==> src/rtl/motor_cmd_if.sv <==
// motor_cmd_if: valid/ready command channel carrying a direction and a target duty
interface motor_cmd_if;
    logic       cmd_valid;
    logic       cmd_ready;
    logic [1:0] cmd_dir;
    logic [7:0] cmd_duty;
    modport master(output cmd_valid, cmd_dir, cmd_duty, input cmd_ready);
    modport slave(input cmd_valid, cmd_dir, cmd_duty, output cmd_ready);
endinterface

==> src/rtl/motor_cmd_sequencer.sv <==
// motor_cmd_sequencer: ramped PWM drive for two H-bridges with a dead interval before reversal
module motor_cmd_sequencer #(
    parameter int RAMP_DIV    = 4,
    parameter int RAMP_STEP   = 16,
    parameter int DEAD_CYCLES = 16
) (
    input  logic        clk,
    input  logic        reset,
    motor_cmd_if.slave  cmd,
    output logic [3:0]  motors,
    output logic [1:0]  cur_dir,
    output logic [7:0]  cur_duty,
    output logic        busy
);
    localparam int PW = RAMP_DIV > 1 ? $clog2(RAMP_DIV) : 1;
    localparam int DW = DEAD_CYCLES > 1 ? $clog2(DEAD_CYCLES) : 1;
    typedef enum logic [1:0] {IDLE, RUN, RAMP_DOWN, DEAD} state_t;
    state_t state, nxt;
    logic [PW-1:0] pre;
    logic [DW-1:0] dead_cnt;
    logic [7:0] target, pend_duty, pwm_cnt, ramp, step;
    logic [1:0] pend_dir;
    logic [3:0] pat;
    logic pend_valid, accept, tick, is_stop, same, dead_done;
    assign step      = 8'(RAMP_STEP);
    assign accept    = cmd.cmd_valid & cmd.cmd_ready;
    assign tick      = pre == PW'(RAMP_DIV - 1);
    assign is_stop   = cmd.cmd_dir == 2'b00;
    assign same      = cmd.cmd_dir == cur_dir;
    assign dead_done = dead_cnt == DW'(DEAD_CYCLES - 1);
    // Step toward target, landing exactly on it when the remaining gap is within one step
    assign ramp = cur_duty < target ? (target - cur_duty > step ? cur_duty + step : target)
                                    : (cur_duty - target > step ? cur_duty - step : target);
    assign pat = cur_dir == 2'b01 ? 4'b1010 :
                 cur_dir == 2'b10 ? 4'b1001 :
                 cur_dir == 2'b11 ? 4'b0110 : 4'b0000;
    always_ff @(posedge clk) begin
        if (reset) state <= IDLE;
        else       state <= nxt;
    end
    always_comb begin
        nxt = state;
        case (state)
            IDLE:      if (accept && !is_stop) nxt = RUN;
            RUN:       if (accept && !same) nxt = cur_duty != 8'd0 ? RAMP_DOWN : (is_stop ? IDLE : DEAD);
            RAMP_DOWN: if (cur_duty == 8'd0) nxt = pend_valid ? DEAD : IDLE;
            DEAD:      if (dead_done) nxt = RUN;
            default:   nxt = IDLE;
        endcase
    end
    always_comb begin
        cmd.cmd_ready = !reset && (state == IDLE || state == RUN);
        busy          = state == RAMP_DOWN || state == DEAD || cur_duty != target;
    end
    always_ff @(posedge clk) begin
        if (reset) begin
            pre        <= '0;
            pwm_cnt    <= '0;
            dead_cnt   <= '0;
            motors     <= '0;
            cur_dir    <= '0;
            cur_duty   <= '0;
            target     <= '0;
            pend_valid <= 1'b0;
            pend_dir   <= '0;
            pend_duty  <= '0;
        end else begin
            pre      <= tick ? '0 : pre + 1'b1;
            pwm_cnt  <= pwm_cnt + 1'b1;
            dead_cnt <= state == DEAD ? dead_cnt + 1'b1 : '0;
            motors   <= (state == IDLE || state == DEAD) ? 4'b0000 : pat & {4{pwm_cnt < cur_duty}};
            if (tick) cur_duty <= ramp;
            case (state)
                IDLE: if (accept && !is_stop) begin
                    cur_dir <= cmd.cmd_dir;
                    target  <= cmd.cmd_duty;
                end
                RUN: if (accept) begin
                    if (same) target <= cmd.cmd_duty;
                    else begin
                        target     <= '0;
                        pend_valid <= !is_stop;
                        pend_dir   <= cmd.cmd_dir;
                        pend_duty  <= cmd.cmd_duty;
                        if (is_stop && cur_duty == 8'd0) cur_dir <= '0;
                    end
                end
                RAMP_DOWN: if (cur_duty == 8'd0 && !pend_valid) cur_dir <= '0;
                DEAD: if (dead_done) begin
                    cur_dir    <= pend_dir;
                    target     <= pend_duty;
                    pend_valid <= 1'b0;
                end
                default: ;
            endcase
        end
    end
endmodule

==> src/flat_wrapper.sv <==
// flat-port wrapper written by rule: the top's interface ports become plain ports
module motor_cmd_sequencer_flat 
#(
    parameter int RAMP_DIV    = 4,
    parameter int RAMP_STEP   = 16,
    parameter int DEAD_CYCLES = 16
)
  (clk, reset, motors, cur_dir, cur_duty, busy, cmd_cmd_valid, cmd_cmd_dir, cmd_cmd_duty, cmd_cmd_ready);
  motor_cmd_if cmd_i ();
  input  logic clk;
  input  logic reset;
  output logic [3:0] motors;
  output logic [1:0] cur_dir;
  output logic [7:0] cur_duty;
  output logic busy;
  input wire logic [$bits(cmd_i.cmd_valid)-1:0] cmd_cmd_valid;
  input wire logic [$bits(cmd_i.cmd_dir)-1:0] cmd_cmd_dir;
  input wire logic [$bits(cmd_i.cmd_duty)-1:0] cmd_cmd_duty;
  output wire logic [$bits(cmd_i.cmd_ready)-1:0] cmd_cmd_ready;
  assign cmd_i.cmd_valid = cmd_cmd_valid;
  assign cmd_i.cmd_dir = cmd_cmd_dir;
  assign cmd_i.cmd_duty = cmd_cmd_duty;
  assign cmd_cmd_ready = cmd_i.cmd_ready;
  motor_cmd_sequencer #(.RAMP_DIV(RAMP_DIV), .RAMP_STEP(RAMP_STEP), .DEAD_CYCLES(DEAD_CYCLES)) u_core (.clk(clk), .reset(reset), .cmd(cmd_i), .motors(motors), .cur_dir(cur_dir), .cur_duty(cur_duty), .busy(busy));
endmodule
==> config.mk <==
export PLATFORM = sky130hd
export DESIGN_NAME = motor_cmd_sequencer_flat
export DESIGN_NICKNAME = d
export VERILOG_FILES = /design/src/rtl/motor_cmd_if.sv /design/src/rtl/motor_cmd_sequencer.sv /design/src/flat_wrapper.sv
export SDC_FILE = /design/constraint.sdc
export NUM_CORES = 1
export LEC_CHECK = 0
export ABC_AREA = 1
export BUFFER_PORTS_ARGS = -buffer_cell sky130_fd_sc_hd__buf_2
export CORE_MARGIN = 5
export CORE_UTILIZATION = 54
export CTS_CLUSTER_SIZE = 30
export DETAILED_ROUTE_END_ITERATION = 10
export HOLD_SLACK_MARGIN = 0.12
export PLACE_DENSITY = 0.76
export SLEW_MARGIN = 5
export SYNTH_ARGS = -nofsm -noshare
export SYNTH_HDL_FRONTEND = slang
export SYNTH_SLANG_ARGS = --single-unit
==> constraint.sdc <==
create_clock -name clk -period 1.9 [get_ports clk]
set_input_delay 0.38 -clock clk [delete_from_list [all_inputs] [get_ports clk]]
set_output_delay 0.38 -clock clk [all_outputs]
set_load 0.02 [all_outputs]
==> flow_summary_export.csv <==
group,metric,value,unit
global_routing,grt_pass1_wl,14000,um
floorplan,coreArea,0.00603,sq mm
clock_tree,clk_latency,0.30,ns
cells_and_area,regArea,0.00100,sq mm
run_status,outcome,"finished with violations",
floorplan,initial_utilization,56.2,%
clock_tree,cts_tree,"yes",
worst_hold_path,holdPathStages,3,
floorplan,die_y,89.2,um
cells_and_area,fillCellCount,467,
sta,slew_viol_final,0,
pwr,pwr-share-comb,72.9,%
pwr,vdd_ir_drop_max,1.25,mV
logic_synthesis,ys_warn_count,0,
worst_setup_path,crit_path_end_kind,"flop",
pwr,powerDensity,1710,mW/mm^2
pwr,p_seq_share,19.0,%
drt,dr_total_vias,3405,
sta,fmax,473,MHz
worst_setup_path,worst_ep_arrival_time,2.35,ns
global_routing,grt_util_met3,3.41,%
global_routing,grt_pass1_vias,3169,
worst_setup_path,crit_fanout,5,
placed_design,placed_area,0.00402,sq mm
clock_tree,htreeDepth,2,
sta,finClkSkew,0.0128,ns
cells_and_area,drive_above_1_share,28.8,%
worst_hold_path,holdPathEnd,"u_core.pend_duty[0]$_SDFFE_PP0P_",
sta,fin_crit_sh,111,%
floorplan,die_x,89.2,um
sta,setup_viol,9,
logic_synthesis,netlist_instances,495,
floorplan,dieArea,0.00796,sq mm
cells_and_area,layout_commonest_cell,"nand2_1",
worst_setup_path,rr_worst_depth,15,
logic_synthesis,synth-seq-cells,49,
drt,viasPerCell,5.26,
cells_and_area,fin_area,0.00432,sq mm
pwr,p_sw_share,50.2,%
drt,drt_wl_total,8310,um
run,maxCapViolCount,0,
global_routing,grtUsageMet2,37.4,%
global_routing,use_met1,29.7,%
logic_synthesis,syn_area,0.00339,sq mm
worst_setup_path,start_kind,"flop",
logic_synthesis,async_flop_share,0,%
cells_and_area,final_cell_mix,"nand2_1, inv_1, buf_4, nand3_1",
clock_tree,clkSlewWorstSetupHoldPaths,0.09,ns
cells_and_area,nets,620,
placed_design,routabilityCongestion,0.928,
cells_and_area,multiInputGateArea,0.00226,sq mm
worst_hold_path,min_path_type,"in -> reg",
worst_setup_path,reg2reg_slack,-0.22,ns
drt,ant_nets,0,
sta,finalHoldViolCount,0,
sta,layout_setup_ws,-0.216,ns
placed_design,hpwlAfterDp,6560,um
global_routing,grt_max_degree,25,
sta,slew_headroom,68.3,%
sta,rsz0062_at_grt,"true",
run_status,violations,"setup timing",
worst_setup_path,crit_type,"reg -> reg",
global_routing,grt.busiest_layer,"met2",
pwr,internal_power,0.00368,W
cells_and_area,syn2layout_area_growth,27.5,%
worst_setup_path,r2r_start,"u_core.target[0]$_SDFFE_PP0P_",
drt,drc_errors,0,
cells_and_area,fin_util,71.7,%
worst_hold_path,min_from,"cmd_cmd_duty[0]",
floorplan,io_pins,29,
logic_synthesis,synthesis.nets,544,
logic_synthesis,ys_types,37,
clock_tree,ctsLongestPathBuffers,2,
cells_and_area,antenna_cells,0,
clock_tree,cts-root-buf,"clkbuf_8",
worst_setup_path,cp.required,2.14,ns
worst_setup_path,timing.rr.end,"u_core.cur_duty[1]$_SDFFE_PP0P_",
sta,min_period,2.12,ns
logic_synthesis,synthFlopType,"dfxtp_1",
logic_synthesis,avgSynthCellArea,6.84,sq um
pwr,switching_power,0.00370,W
pwr,clkPwrFrac,8.1,%
global_routing,grt_usage,22.1,%
placed_design,dp_worst_setup_slack,-0.175,ns
clock_tree,clock-sinks,49,
drt,dr.first_iter.drc_count,202,
drt,wire_per_inst,12.8,um
pwr,leakage,2.09,nW
logic_synthesis,synth-edff-count,0,
placed_design,port_buffers,28,
clock_tree,cts_inserted_buffers,5,
worst_setup_path,startpoint,"u_core.target[0]$_SDFFE_PP0P_",
floorplan,num_rows,28,
sta,worst_pin_slew,0.473,ns
logic_synthesis,synth-seq-area-share,29.0,%
global_routing,grt_overflow_total,0,
global_routing,antenna_found_initial,0,
drt,dr.pass1.iters,5,
-- cells by family (layout without fill, tap and decap cells) --
logic type | after synthesis | after routing | share of synthesized area [%]
buf+inv | 94 | 171 | 10.8
fa+ha+maj | 36 | 36 | 13.5
compound gates | 88 | 88 | 13.3
flops | 49 | 49 | 29.0
simple gates | 221 | 221 | 31.6
xor+xnor | 7 | 7 | 1.81
-- per-stage QoR --
step           setup TNS, ns  power [W]  cells  hold slack (ns)
2_1_floorplan         -0.193    0.00479    495            0.404
3_3_place_gp          -0.740    0.00594    628            0.415
3_5_place_dp           -1.14    0.00604    628            0.438
4_1_cts                -1.18    0.00680    641            0.319
5_1_grt                -3.01    0.00801    647            0.312
6_report               -1.64    0.00739    647            0.323
-- sequential cells by signal, summed over array words and instances (netlist names) --
register	flops
u_core.state	2
u_core.pend_valid	1
u_core.cur_dir	2
u_core.cur_duty	8
u_core.target	8
u_core.pend_dir	2
u_core.pre	2
u_core.pend_duty	8
u_core.motors	4
u_core.dead_cnt	4
u_core.pwm_cnt	8
-- how the worst max path moves through the flow --
stage	endpoint	cells past startpoint
global placement	u_core.cur_duty[0]$_SDFFE_PP0P_	17
finish	u_core.cur_duty[1]$_SDFFE_PP0P_	15
global route	u_core.cur_duty[2]$_SDFFE_PP0P_	17
CTS	busy	7
floorplan	u_core.cur_duty[1]$_SDFFE_PP0P_	16
detailed placement	u_core.cur_duty[1]$_SDFFE_PP0P_	17
-- synthesized netlist by cell type (2+ instances only) --
| library cell | number | area [sq um] |
|---|---|---|
| xnor2_1 | 3 | 26.3 |
| nand3_2 | 2 | 20.0 |
| nor2_2 | 2 | 12.5 |
| nand3_1 | 44 | 220 |
| o211ai_1 | 2 | 15.0 |
| nand4_1 | 10 | 62.6 |
| clkbuf_1 | 7 | 26.3 |
| a21oi_1 | 43 | 215 |
| nand2_2 | 5 | 31.3 |
| nor2_1 | 35 | 131 |
| nand2_1 | 99 | 372 |
| nor2_4 | 2 | 22.5 |
| ha_1 | 35 | 438 |
| o21ai_1 | 3 | 15.0 |
| inv_2 | 4 | 15.0 |
| nor3_1 | 7 | 35.0 |
| xor2_1 | 4 | 35.0 |
| nand2_4 | 4 | 45.0 |
| dfxtp_1 | 49 | 981 |
| nor3b_1 | 4 | 30.0 |
| o21ai_0 | 37 | 185 |
| inv_1 | 79 | 297 |
-- power groups by stage --
stage	clock network (W)	registers (W)	logic (W)
2_1_floorplan	0	0.00141	0.00338
3_3_place_gp	0	0.00138	0.00456
3_5_place_dp	0	0.00139	0.00465
4_1_cts	0.000609	0.00137	0.00482
5_1_grt	0.000655	0.00143	0.00593
6_report	0.000599	0.00140	0.00538
-- critical path: stages, from the launching register on --
cell and delay (ns):
dfxtp_2 0.33, inv_2 0.06, ha_4 0.13, inv_4 0.03, fa_2 0.43, nand2_1 0.11
nand3_1 0.07, nand2_1 0.06, nand2_1 0.07, nor2_4 0.20, nand2_4 0.11, nand2_4 0.11
nand2_4 0.07, nor2_8 0.14, nor2_1 0.05, nor2_1 0.08
-- metal layers --
layer  share of wire, %  vias up  routed length (um)
met4                1.3        0                 106
met2                 46      101                3840
met3                6.1       13                 509
met1                 46     1539                3860
met5                  0        -                   0
li1                   -     1752                   -
-- final cells by class --
cell class                 count  area share [%]
clock inverter                 1           0.174
timing repair inverter         1           0.174
timing repair buffer          78            12.5
sequential                    49            23.2
inverter                      84            7.59
multi-input combinational    352            52.3
clock buffer                   7            1.77
tap                           75            2.17
-- timing repair --
action,in CTS,in global routing
buffers inserted,5,5
resized for setup,9,41
setup endpoints to repair,13,23
gates cloned,0,1
hold buffers,0,0
pin swaps,13,19
Note: power is estimated with default switching activity, not from simulation.
